===== src/rtl/lin_curves_bank_ctl.sv =====
// Double-buffer bank controller for the piecewise-linear curve tables.
// Host writes land in the shadow bank; the live bank flips on frame_stb.
module lin_curves_bank_ctl #(
    parameter int unsigned DRAIN_LEN   = 4,
    parameter int unsigned ARM_TIMEOUT = 0
) (
    input  logic        clk,
    input  logic        rst_n,
    input  logic        wr_stb,
    input  logic        wr_sel,
    input  logic [6:0]  wr_addr,
    input  logic [15:0] wr_data,
    input  logic        swap_req,
    input  logic        frame_stb,
    input  logic        clr_status,
    output logic        bank,
    output logic        offs_we,
    output logic        slope_we,
    output logic [7:0]  ram_waddr,
    output logic [15:0] ram_wdata,
    output logic        wr_ack,
    output logic [1:0]  state_o,
    output logic        dirty,
    output logic [7:0]  reject_cnt,
    output logic        swap_err
);

    typedef enum logic [1:0] {
        S_IDLE  = 2'd0,
        S_ARMED = 2'd1,
        S_DRAIN = 2'd2
    } state_e;

    localparam int unsigned TW =
        (ARM_TIMEOUT < 2) ? 1 : $clog2(ARM_TIMEOUT + 1);
    localparam logic [TW-1:0] ARM_LAST =
        TW'((ARM_TIMEOUT == 0) ? 0 : ARM_TIMEOUT - 1);
    localparam logic [7:0] DRAIN_INIT = 8'(DRAIN_LEN);

    state_e        state_q, state_d;
    logic          bank_q, bank_d;
    logic          dirty_q, dirty_d;
    logic [7:0]    drain_q, drain_d;
    logic [TW-1:0] arm_q, arm_d;
    logic [7:0]    rej_q, rej_d;
    logic          err_q, err_d;
    logic          owe_q, owe_d;
    logic          swe_q, swe_d;
    logic          ack_q, ack_d;
    logic [7:0]    waddr_q, waddr_d;
    logic [15:0]   wdata_q, wdata_d;

    logic accept;
    logic reject;
    logic serr;
    logic timeout;

    always_comb begin
        state_d = state_q;
        bank_d  = bank_q;
        dirty_d = dirty_q;
        drain_d = drain_q;
        arm_d   = arm_q;
        accept  = 1'b0;
        reject  = 1'b0;
        serr    = 1'b0;
        timeout = 1'b0;
        unique case (state_q)
            S_IDLE: begin
                accept = wr_stb;
                if (swap_req) begin
                    // a write in the same cycle already makes the shadow dirty
                    if (dirty_q || wr_stb) begin
                        state_d = S_ARMED;
                        arm_d   = '0;
                    end else begin
                        serr = 1'b1;
                    end
                end
            end
            S_ARMED: begin
                reject  = wr_stb;
                serr    = swap_req;
                timeout = (ARM_TIMEOUT != 0) && (arm_q == ARM_LAST);
                if (frame_stb || timeout) begin
                    state_d = S_DRAIN;
                    bank_d  = ~bank_q;
                    dirty_d = 1'b0;
                    drain_d = DRAIN_INIT;
                end else if (ARM_TIMEOUT != 0) begin
                    arm_d = arm_q + 1'b1;
                end
            end
            S_DRAIN: begin
                reject = wr_stb;
                serr   = swap_req;
                if (drain_q <= 8'd1) begin
                    state_d = S_IDLE;
                    drain_d = 8'd0;
                end else begin
                    drain_d = drain_q - 8'd1;
                end
            end
            default: state_d = S_IDLE;
        endcase
        if (accept) begin
            dirty_d = 1'b1;
        end
    end

    always_comb begin
        rej_d = clr_status ? 8'd0 : rej_q;
        if (reject && (rej_d != 8'hFF)) begin
            rej_d = rej_d + 8'd1;
        end
        err_d = (clr_status ? 1'b0 : err_q) | serr;
    end

    always_comb begin
        owe_d   = accept & ~wr_sel;
        swe_d   = accept & wr_sel;
        ack_d   = accept;
        waddr_d = accept ? {~bank_q, wr_addr} : waddr_q;
        wdata_d = accept ? wr_data : wdata_q;
    end

    always_ff @(posedge clk) begin
        if (!rst_n) begin
            state_q <= S_IDLE;
            bank_q  <= 1'b0;
            dirty_q <= 1'b0;
            drain_q <= 8'd0;
            arm_q   <= '0;
            rej_q   <= 8'd0;
            err_q   <= 1'b0;
            owe_q   <= 1'b0;
            swe_q   <= 1'b0;
            ack_q   <= 1'b0;
            waddr_q <= 8'd0;
            wdata_q <= 16'd0;
        end else begin
            state_q <= state_d;
            bank_q  <= bank_d;
            dirty_q <= dirty_d;
            drain_q <= drain_d;
            arm_q   <= arm_d;
            rej_q   <= rej_d;
            err_q   <= err_d;
            owe_q   <= owe_d;
            swe_q   <= swe_d;
            ack_q   <= ack_d;
            waddr_q <= waddr_d;
            wdata_q <= wdata_d;
        end
    end

    assign bank       = bank_q;
    assign offs_we    = owe_q;
    assign slope_we   = swe_q;
    assign wr_ack     = ack_q;
    assign ram_waddr  = waddr_q;
    assign ram_wdata  = wdata_q;
    assign state_o    = state_q;
    assign dirty      = dirty_q;
    assign reject_cnt = rej_q;
    assign swap_err   = err_q;

endmodule

===== config.mk =====
export PLATFORM = sky130hd
export DESIGN_NAME = lin_curves_bank_ctl
export DESIGN_NICKNAME = d
export VERILOG_FILES = /design/src/rtl/lin_curves_bank_ctl.sv
export SDC_FILE = /design/constraint.sdc
export NUM_CORES = 1
export LEC_CHECK = 0
export ABC_AREA = 0
export CAP_MARGIN = 30
export CORE_ASPECT_RATIO = 0.7
export CORE_MARGIN = 2
export CORE_UTILIZATION = 32
export DETAILED_ROUTE_END_ITERATION = 8
export DONT_BUFFER_PORTS = 1
export GPL_TIMING_DRIVEN = 0
export MAX_ROUTING_LAYER = met4
export SLEW_MARGIN = 10
export SYNTH_ARGS = -nofsm -noshare
export SYNTH_HDL_FRONTEND = slang
export SYNTH_SLANG_ARGS = --single-unit

===== constraint.sdc =====
create_clock -name clk -period 2.5 [get_ports clk]
set_input_delay 0.75 -clock clk [delete_from_list [all_inputs] [get_ports clk]]
set_output_delay 0.75 -clock clk [all_outputs]
set_load 0.05 [all_outputs]

==> summary.md <==
| Metric | Value |
|---|---|
| Initial drt markers | `30` |
| Initial antenna violation count | `0` |
| Cell taking the most area after synthesis | `dfxtp_1` |
| Maximum VDD drop | `0.424 mV` |
| Starting Density | `33.5%` |
| First-pass GRT wire length | `7440 um` |
| Fin. max-slew vios | `0` |
| Worst r2r src | `state_o[0]$_SDFFE_PN0P_` |
| Max Root-Sink Buffers | `2` |
| CP Class | `reg -> reg` |
| Wirelength per Cell | `13.9 um` |
| Drc violations | `0` |
| Vias per cell | `4.76` |
| Worst-Skew Late Latency | `0.29 ns` |
| WL final | `4480 um` |
| Most common cell in the synthesized netlist | `nand2_1` |
| CTS H-tree lvls | `2` |
| First drt pass iteration count | `4` |
| Worst reg2reg path endpoint | `reject_cnt[5]$_SDFF_PN0_` |
| Hold path depth | `1` |
| Vias in the first global route | `1465` |
| Max stage delay cell, worst path | `dfxtp_1` |
| Crit path launch type | `register` |
| Worst Hold End | `offs_we$_SDFF_PN0_` |
| DIE AREA | `0.00724 mm^2` |
| CTS Buf Count | `5` |
| GR Util All Layers | `13.3%` |
| CTS clock-pin slew for the worst setup and hold paths | `0.09 ns` |
| Final Skew | `0.00341 ns` |
| RSZ-0062 raised after global routing | `false` |
| P_leak | `0.824 nW` |
| Worst slew margin | `54.7%` |
| Least-Margin Pin Slew | `0.679 ns` |
| Final hold viol count | `0` |
| Layout cells sized above 1 | `4.92%` |
| Cts hold-fix bufs | `0` |
| CTS tree | `yes` |
| Worst r2r path cells | `6` |
| Setup Viol. Count Final | `0` |
| CP max FO | `5` |
| Mapped Nets | `274` |
| Crit-path max cell delay | `0.71 ns` |
| Synth top area share | `45.7%` |
| Crit. End Element | `register` |
| Status | `finished clean` |
| Largest net degree at the start of global routing | `14` |
| Seq/Total Area, Yosys | `45.7%` |
| Dpl hpwl | `3390 um` |
| R2r setup slk | `0.16 ns` |
| Final period utilization | `93.7%` |
| Setup TNS | `0 ns` |
| Pwr dens | `1140 mW/mm^2` |
| Cells along the critical path | `inv_1 -> ha_1 -> nand2_1 -> a2111oi_0 -> xnor2_1 -> and2_1` |
| GR Overflow Total | `0` |
| PortBufs | `0` |
| CP arrival | `2.54 ns` |
| Antenna Cells | `0` |
| Vias | `1534` |
| YS warnings | `0` |
| Post-synth top flop | `dfxtp_1` |
| Post-synthesis instance total | `237` |
| Nets@finish | `281` |
| Core Box Area | `0.00628 mm^2` |
| Top cells by count, synth | `nand2_1 (57), dfxtp_1 (48), a21boi_0 (24)` |
| Netlist cell types | `41` |
| Total power | `2.62 mW` |
| Syn Area/Cell | `8.86 um^2` |
| Dominant cells by area after synthesis | `dfxtp_1 (46%), nand2_1 (10%), a21boi_0 (8.6%)` |
| Chip height | `71.8 um` |
| Root Driver | `clkbuf_8` |
| Flops & latches, synth | `48` |
| Final worst path period need | `2.34 ns` |
| CTS sink count | `48` |
| Die width | `101 um` |
| Max Clock Freq | `0.427 GHz` |
| Critical path data required time | `2.70 ns` |
| Area Overhead vs Synth | `9.41%` |
| Worst Hold Class | `in -> reg` |
| Async SR Flop Fraction | `0%` |
| DRT antenna net count | `0` |
| Number of synthesized flops with an enable pin | `0` |
| # IOs | `70` |
| Cell Rows | `24` |
| Synthesized area | `0.00210 mm^2` |
| Max-Cap Viols | `0` |
| Hold_sp | `wr_sel` |
| Post-CTS Setup Inserts | `0` |
| Final Wtd Congestion | `0.753` |
-- worst max-delay path: cells and delay by family (launching register included) --
family | cells | cell delay (ns)
xor gates and xnor gates | 1 | 0.13
AOI/OAI and AO/OA | 1 | 0.57
and+or+nand+nor | 2 | 0.30
adders and majority gates | 1 | 0.36
DFF | 1 | 0.71
buffers and inverters | 1 | 0.17
-- report_power, final --
group	internal (mW)	leakage, nW	switching, mW	total, mW
clock network	0.247	0.0503	0.254	0.501
logic	0.325	0.381	0.386	0.712
registers	0.920	0.393	0.489	1.41
total	1.49	0.824	1.13	2.62
-- layer usage --
layer	vias to the layer above	share of wire [%]	global-route usage, %
li1	812	-	-
met1	681	51	18.1
met2	39	42	18.7
met3	2	6.0	4.88
met4	0	0.42	3.04
met5	-	0	-
-- sequential cells by signal, indices dropped and copies added, names as in the netlist --
name / cells
bank: 1
dirty: 1
drain_q: 8
offs_we: 1
ram_waddr: 8
ram_wdata: 16
reject_cnt: 8
slope_we: 1
state_o: 2
swap_err: 1
wr_ack: 1
-- what timing repair did --
item	4_1_cts	5_1_grt
endpoints found under the hold margin	0	0
endpoints found under the setup margin	0	2
resized for setup	0	1
-- logic make-up (layout without fill, tap and decap cells) --
logic type | Yosys count | in the layout | share of synthesized area [%]
multiplexers | 3 | 3 | 1.43
AO/OA/AOI/OAI | 46 | 46 | 16.3
flip-flops | 48 | 48 | 45.7
buffers and inverters | 15 | 22 | 2.68
XOR/XNOR | 11 | 11 | 4.59
adder cells (fa/ha/maj) | 7 | 7 | 4.17
AND/OR/NAND/NOR | 107 | 107 | 25.1
-- placed cells by master (no fill, tap or decap), drive strengths merged, types with 2 or more instances in the layout --
| cell type | n |
|---|---|
| nor4 | 2 |
| nand2 | 57 |
| dfxtp | 48 |
| inv | 6 |
| xnor2 | 11 |
| nand3b | 2 |
| ha | 7 |
| nor2b | 9 |
| o21a | 2 |
| a21boi | 24 |
| nand3 | 4 |
| clkbuf | 16 |
| nor3b | 3 |
| a311oi | 2 |
| nor2 | 11 |
| o21ai | 3 |
| or4 | 2 |
| nand2b | 4 |
| a21oi | 6 |
| and2 | 6 |
| mux2i | 3 |
-- metrics by stage --
step | instance area (um^2) | worst slack, ns | utilization, % | hold slack, ns | std cells
global placement | 2200 | 0.218 | 35.0 | 0.510 | 315
finish | 2300 | 0.159 | 36.6 | 0.510 | 322
floorplan | 2100 | 0.415 | - | 0.485 | 237
detailed placement | 2200 | 0.198 | 35.0 | 0.510 | 315
CTS | 2290 | 0.187 | 36.6 | 0.504 | 322
global route | 2300 | 0.0320 | 36.6 | 0.499 | 322
-- layout make-up --
| type | instances | area (um^2) |
|---|---|---|
| fillers | 657 | 3980 |
| multi-input cells | 174 | 1090 |
| flip-flops and latches | 48 | 961 |
| well taps | 78 | 97.6 |
| clock buffers | 7 | 96.3 |
| plain buffers | 9 | 33.8 |
| inverters | 6 | 22.5 |
-- worst max-delay path by stage --
stage                                       start                   endpoint  cells after the start  slack [ns]
after detailed placement  state_o[0]$_SDFFE_PN0P_   reject_cnt[5]$_SDFF_PN0_                      6        0.20
after global placement    state_o[0]$_SDFFE_PN0P_   reject_cnt[5]$_SDFF_PN0_                      6        0.22
after global routing      state_o[0]$_SDFFE_PN0P_  ram_wdata[6]$_SDFFE_PN0P_                      7        0.03
after CTS                 state_o[0]$_SDFFE_PN0P_   reject_cnt[5]$_SDFF_PN0_                      6        0.19
final                     state_o[0]$_SDFFE_PN0P_   reject_cnt[5]$_SDFF_PN0_                      6        0.16
after floorplan                        clr_status   reject_cnt[5]$_SDFF_PN0_                      6        0.42
No activity file was read; power rests on OpenSTA's default activity.
